## config.mk

```make
export PLATFORM = sky130hd
export DESIGN_NAME = ofdm_qpsk_demapper_flat
export DESIGN_NICKNAME = d
export VERILOG_FILES = /design/src/rtl/ofdm_qpsk_demapper_if.sv /design/src/rtl/ofdm_qpsk_demapper.sv /design/src/flat_wrapper.sv
export SDC_FILE = /design/constraint.sdc
export NUM_CORES = 2
export LEC_CHECK = 0
export ABC_AREA = 1
export CAP_MARGIN = 20
export CORE_MARGIN = 5
export CORE_UTILIZATION = 35
export CTS_CLUSTER_DIAMETER = 100
export DETAILED_ROUTE_END_ITERATION = 8
export DONT_BUFFER_PORTS = 1
export SYNTH_ARGS = -nofsm -noshare
export SYNTH_HDL_FRONTEND = slang
export SYNTH_SLANG_ARGS = --single-unit
```

## constraint.sdc

```tcl
create_clock -name i_clk -period 33.8 [get_ports i_clk]
set_input_delay 8.45 -clock i_clk [delete_from_list [all_inputs] [get_ports i_clk]]
set_output_delay 8.45 -clock i_clk [all_outputs]
set_load 0.02 [all_outputs]
```

## src/rtl/ofdm_qpsk_demapper_if.sv

```systemverilog
// Symbol stream from the QPSK demapper to the downstream bit sink.
// The master holds the payload stable while o_valid=1 and i_ready=0.
interface ofdm_qpsk_demapper_if #(
    parameter int IDX_W = 4
);
    logic             o_valid;
    logic             i_ready;
    logic [1:0]       o_sym;
    logic [IDX_W-1:0] o_bin_idx;
    logic             o_erase;
    logic             o_last;

    modport master (
        output o_valid, o_sym, o_bin_idx, o_erase, o_last,
        input  i_ready
    );

    modport slave (
        input  o_valid, o_sym, o_bin_idx, o_erase, o_last,
        output i_ready
    );
endinterface

```

## src/rtl/ofdm_qpsk_demapper.sv

```systemverilog
// Snapshots one frame of FFT bins and streams a QPSK hard decision plus a
// low-energy erasure flag for each active bin, in ascending bin order.
module ofdm_qpsk_demapper #(
    parameter int              N        = 16,
    parameter int              Q        = 8,
    parameter int              BINS     = 16,
    parameter logic [BINS-1:0] BIN_MASK = 16'hFFFF,
    parameter logic [N-1:0]    THRESH   = 16'h0020
) (
    input  logic                i_clk,
    input  logic                i_rst,
    input  logic                i_fft_done,
    input  logic [BINS*N-1:0]   in_bins_re,
    input  logic [BINS*N-1:0]   in_bins_im,
    ofdm_qpsk_demapper_if.master sym_if,
    output logic                o_busy,
    output logic                o_overrun
);
    localparam int IDX_W = $clog2(BINS);

    // THRESH is a Q-format magnitude, so it must be non-negative and Q must fit in N.
    if (Q >= N || THRESH[N-1]) begin : g_bad_cfg
        $error("ofdm_qpsk_demapper: invalid Q or THRESH");
    end

    typedef enum logic {IDLE = 1'b0, SCAN = 1'b1} state_t;

    function automatic logic signed [N-1:0] sat_abs(input logic signed [N-1:0] x);
        logic signed [N-1:0] most_neg;
        most_neg = {1'b1, {(N-1){1'b0}}};
        if (x == most_neg)
            return {1'b0, {(N-1){1'b1}}};
        else if (x[N-1])
            return -x;
        else
            return x;
    endfunction

    state_t             r_state;
    state_t             w_state_nxt;
    logic [IDX_W-1:0]   r_idx;
    logic [IDX_W-1:0]   w_idx_nxt;
    logic [BINS*N-1:0]  r_bank_re;
    logic [BINS*N-1:0]  r_bank_im;
    logic               r_overrun;
    logic               w_overrun_nxt;
    logic               w_capture;
    logic               w_active;
    logic               w_valid;
    logic               w_advance;
    logic               w_last;
    logic               w_erase;
    logic signed [N-1:0] w_re;
    logic signed [N-1:0] w_im;
    logic signed [N-1:0] w_abs_re;
    logic signed [N-1:0] w_abs_im;

    assign w_active  = BIN_MASK[r_idx];
    assign w_valid   = (r_state == SCAN) && w_active;
    assign w_advance = !w_active || sym_if.i_ready;
    assign w_last    = ((BIN_MASK >> r_idx) >> 1) == '0;

    assign w_re     = r_bank_re[int'(r_idx)*N +: N];
    assign w_im     = r_bank_im[int'(r_idx)*N +: N];
    assign w_abs_re = sat_abs(w_re);
    assign w_abs_im = sat_abs(w_im);
    assign w_erase  = (w_abs_re < $signed(THRESH)) && (w_abs_im < $signed(THRESH));

    always_comb begin
        w_state_nxt   = r_state;
        w_idx_nxt     = r_idx;
        w_capture     = 1'b0;
        w_overrun_nxt = 1'b0;
        case (r_state)
            IDLE: begin
                if (i_fft_done) begin
                    w_capture   = 1'b1;
                    w_idx_nxt   = '0;
                    w_state_nxt = SCAN;
                end
            end
            SCAN: begin
                // A new frame arriving mid-scan is dropped, including on the exit cycle.
                w_overrun_nxt = i_fft_done;
                if (w_advance) begin
                    if (r_idx == IDX_W'(BINS-1)) begin
                        w_idx_nxt   = '0;
                        w_state_nxt = IDLE;
                    end else begin
                        w_idx_nxt = r_idx + 1'b1;
                    end
                end
            end
        endcase
    end

    always_ff @(posedge i_clk or posedge i_rst) begin
        if (i_rst) begin
            r_state   <= IDLE;
            r_idx     <= '0;
            r_overrun <= 1'b0;
            r_bank_re <= '0;
            r_bank_im <= '0;
        end else begin
            r_state   <= w_state_nxt;
            r_idx     <= w_idx_nxt;
            r_overrun <= w_overrun_nxt;
            if (w_capture) begin
                r_bank_re <= in_bins_re;
                r_bank_im <= in_bins_im;
            end
        end
    end

    // Payload is gated by o_valid so every output reads 0 outside a symbol.
    assign sym_if.o_valid   = w_valid;
    assign sym_if.o_sym     = w_valid ? {w_re[N-1], w_im[N-1]} : 2'b00;
    assign sym_if.o_bin_idx = w_valid ? r_idx : '0;
    assign sym_if.o_erase   = w_valid && w_erase;
    assign sym_if.o_last    = w_valid && w_last;
    assign o_busy           = (r_state == SCAN);
    assign o_overrun        = r_overrun;
endmodule

```

## src/flat_wrapper.sv

```systemverilog
// flat-port wrapper written by rule: the top's interface ports become plain ports
module ofdm_qpsk_demapper_flat 
#(
    parameter int              N        = 16,
    parameter int              Q        = 8,
    parameter int              BINS     = 16,
    parameter logic [BINS-1:0] BIN_MASK = 16'hFFFF,
    parameter logic [N-1:0]    THRESH   = 16'h0020
)
  (i_clk, i_rst, i_fft_done, in_bins_re, in_bins_im, o_busy, o_overrun, sym_if_o_valid, sym_if_o_sym, sym_if_o_bin_idx, sym_if_o_erase, sym_if_o_last, sym_if_i_ready);
  ofdm_qpsk_demapper_if sym_if_i ();
  input  logic i_clk;
  input  logic i_rst;
  input  logic i_fft_done;
  input  logic [BINS*N-1:0] in_bins_re;
  input  logic [BINS*N-1:0] in_bins_im;
  output logic o_busy;
  output logic o_overrun;
  output wire logic [$bits(sym_if_i.o_valid)-1:0] sym_if_o_valid;
  output wire logic [$bits(sym_if_i.o_sym)-1:0] sym_if_o_sym;
  output wire logic [$bits(sym_if_i.o_bin_idx)-1:0] sym_if_o_bin_idx;
  output wire logic [$bits(sym_if_i.o_erase)-1:0] sym_if_o_erase;
  output wire logic [$bits(sym_if_i.o_last)-1:0] sym_if_o_last;
  input wire logic [$bits(sym_if_i.i_ready)-1:0] sym_if_i_ready;
  assign sym_if_o_valid = sym_if_i.o_valid;
  assign sym_if_o_sym = sym_if_i.o_sym;
  assign sym_if_o_bin_idx = sym_if_i.o_bin_idx;
  assign sym_if_o_erase = sym_if_i.o_erase;
  assign sym_if_o_last = sym_if_i.o_last;
  assign sym_if_i.i_ready = sym_if_i_ready;
  ofdm_qpsk_demapper #(.N(N), .Q(Q), .BINS(BINS), .BIN_MASK(BIN_MASK), .THRESH(THRESH)) u_core (.i_clk(i_clk), .i_rst(i_rst), .i_fft_done(i_fft_done), .in_bins_re(in_bins_re), .in_bins_im(in_bins_im), .sym_if(sym_if_i), .o_busy(o_busy), .o_overrun(o_overrun));
endmodule
```

==> flow_metrics.tcl <==
set metrics [dict create \
    place_congestion 0.8542 \
    stdcell_count 4459 \
    ctsRootBufferMaster "clkbuf_16" \
    die_h_um 282.4 \
    highest_layer "met5" \
    fin_crit_ps 13970 \
    hpwl_mm 67.43 \
    cp-end-kind "output port" \
    cts_buffers 61 \
    grt_pass1_wl_mm 138.6 \
    grt.overflow.total 0 \
    cts_resized 0 \
    io_pins 527 \
    drtIter0Drc 2014 \
    grt_usage_pct 22.84 \
    wl_mm 94.42 \
    p_clk_share_pct 24.4 \
    p_leak_nw 14.41 \
    setup_tns_ps 0 \
    hold_viol 0 \
    floorplan.initialDensity_pct 35.42 \
    drtPass1Iterations 8 \
    cts_setup_buffers 0 \
    p_switching_w 0.001205 \
    wl_met1_mm 41.37 \
    via_per_inst 5.020 \
    drv_slew 0 \
    synth-edff-count 0 \
    critPathLaunchType "flip-flop" \
    ys_ff_latch 518 \
    status "finished clean" \
    pwr-share-seq_pct 36.7 \
    worstPathRequired_ps 25350 \
    ir_worst_vdd_mv 0.04462 \
    dp.cells 4337 \
    die-area_um2 79760 \
    rrSetupSlack_ps 29570 \
    drv_cap 0 \
    nFillCells 7786 \
    final_util_pct 38.76 \
    seq_area_um2 12970 \
    swShare_pct 41.53 \
    path_max_fanout 88 \
    tightest_slew_ps 1095 \
    total_power_w 0.002901 \
    clkTransAtPathRegs_ps 60 \
    synth_cell_types 32 \
    place_area_um2 26230 \
    relSlewSlack_pct 27.03 \
    clk_path_buf_depth 3 \
    cts_max_level 2 \
    synth_ff_type "dfrtp_1" \
    drc 0 \
    cts_tree "built" \
    finalInstanceArea_um2 28420 \
    multi_input_area_um2 10610 \
    drive_gt1_share_pct 4.466 \
    async_reset_ff_share_pct 100.0 \
    grt_start_max_net_pins 227 \
    hold_class "flip-flop to flip-flop" \
    grt_pass1_vias 21900 \
    syn2layout_area_growth_pct 9.432 \
    netlist_instances 3581 \
    p_int_w 0.001697 \
    cts.sinks 518 \
    wl_per_cell_um 21.18 \
    syn_area_um2 25970 \
    fin_nets 3962 \
    row_count 99 \
    p_per_area_nw_per_um2 102.1 \
    ant_nets 0 \
    setup_viol 0 \
    period_share_pct 41.33 \
    clock_skew_ps 23.70 \
    num_vias 22390 \
    worst-endpoint-arrival_ps 5520 \
    wl_met2_mm 43.96 \
    synth.net_count 4101 \
    yosysWarnings 0 \
    ys_seq_area_share_pct 49.91 \
    holdPathStages 2 \
    clkLatencyLatePin_ps 640 \
    die_w_um 282.4 \
    combPwrFrac_pct 38.9 \
    wl_met3_mm 7.037 \
    max_freq_ghz 0.07158 \
    avgSynthCellArea_um2 7.253 \
    reg2regPathDepth 6 \
    io_buffers 0 \
    rsz0062_at_grt "no" \
    antenna_found_initial 12 \
    hold_buffers 0 \
    coreArea_um2 73330 \
    critPathKind "flip-flop to output port" \
]
## cells in the final DEF (no fill, tap or decap), types with 13 or more instances in the layout
cell and n:
o21ai_1 35, o22ai_1 13, clkinv_2 13, nand2_1 1547
dfrtp_1 515, a21oi_1 43, buf_4 19, clkbuf_16 61
clkbuf_8 15, o21ai_0 374, inv_1 317, nor2_1 220
nand3_1 204, o211ai_1 37
## logic make-up after synthesis
kind of cell,Yosys count,synth area share (%)
and+or+nand+nor,2000,30.21
DFF,518,49.91
xor gates and xnor gates,4,0.1349
AOI/OAI and AO/OA,506,10.24
adders and majority gates,4,0.1927
buffers and inverters,549,9.312
## path summary, 6_finish.rpt
path | end | startpoint
max | sym_if_o_erase | u_core.r_idx[0]$_DFFE_PP0P_
min | u_core.r_bank_im[15]$_DFFE_PP0P_ | u_core.r_bank_im[15]$_DFFE_PP0P_
max reg2reg | u_core.r_bank_re[132]$_DFFE_PP0P_ | u_core.o_busy$_DFF_PP0_
min reg2reg | u_core.r_bank_im[15]$_DFFE_PP0P_ | u_core.r_bank_im[15]$_DFFE_PP0P_
max in group asynchronous | u_core.r_bank_re[11]$_DFFE_PP0P_ | i_rst
min in group asynchronous | u_core.r_bank_im[238]$_DFFE_PP0P_ | i_rst
## cells in the mapped netlist, types with 7 or more instances
cell type     n  share of area, %
o211ai_1     37               1.1
buf_4        10              0.29
o21ai_1      35              0.67
o21ai_0     374               7.2
nand2_1    1547                22
nor2_2        7              0.17
clkbuf_1    129               1.9
buf_2        47              0.91
o22ai_1      13              0.31
nand3_1     204               3.9
a21oi_1      43              0.83
buf_6        33               1.4
dfrtp_1     518                50
nor2_1      222               3.2
inv_1       320               4.6
## metal layers
layer	vias up	track usage [%]
li1	10830	-
met1	10680	31.65
met2	747	37.05
met3	116	4.886
met4	10	5.334
met5	-	0
## critical path: stages, from the launching register on
cell and delay, ps:
dfrtp_4 830, inv_6 550, buf_4 800, buf_4 540
nand2_1 110, nand3_1 90, nand2_1 70, nand2_1 60
nand2_1 60, inv_1 60, nand2_1 130, nor2_1 170
nand3_1 150, nand2_2 120, nand2_1 60, nand2_1 50
nand2_1 60, nor2_1 80, nand2_1 50, nor2_1 100
nand4_1 80, nor2_1 510
## state kept, by name, summed over array words and instances, names as in the netlist
name	flops
u_core.r_bank_im	256
u_core.o_overrun	1
u_core.o_busy	1
u_core.r_bank_re	256
u_core.r_idx	4
## power by group through the flow
stage	clock network, W	logic, W	registers (W)
floorplan	0	0.000854	0.00102
global placement	0	0.00112	0.00107
detailed placement	0	0.00113	0.00107
CTS	0.000723	0.00114	0.00106
global route	0.000745	0.00129	0.00110
finish	0.000707	0.00113	0.00107
## layout make-up
type	count	area share, %
Antenna cell	7	0.06163
Clock buffer	86	6.229
Clock inverter	28	1.343
Inverter	324	4.358
Multi-Input combinational cell	2514	37.34
Sequential cell	518	45.64
Tap cell	959	4.222
Timing Repair Buffer	23	0.8100
## stage by stage
step | hold slack (ps) | worst slack (ps)
2_1_floorplan | 434.3 | 10880
3_3_place_gp | 448.7 | 20500
3_5_place_dp | 452.9 | 20470
4_1_cts | 467.9 | 19770
5_1_grt | 482.4 | 19320
6_report | 463.8 | 19830
(Power assumes the default switching activity.)
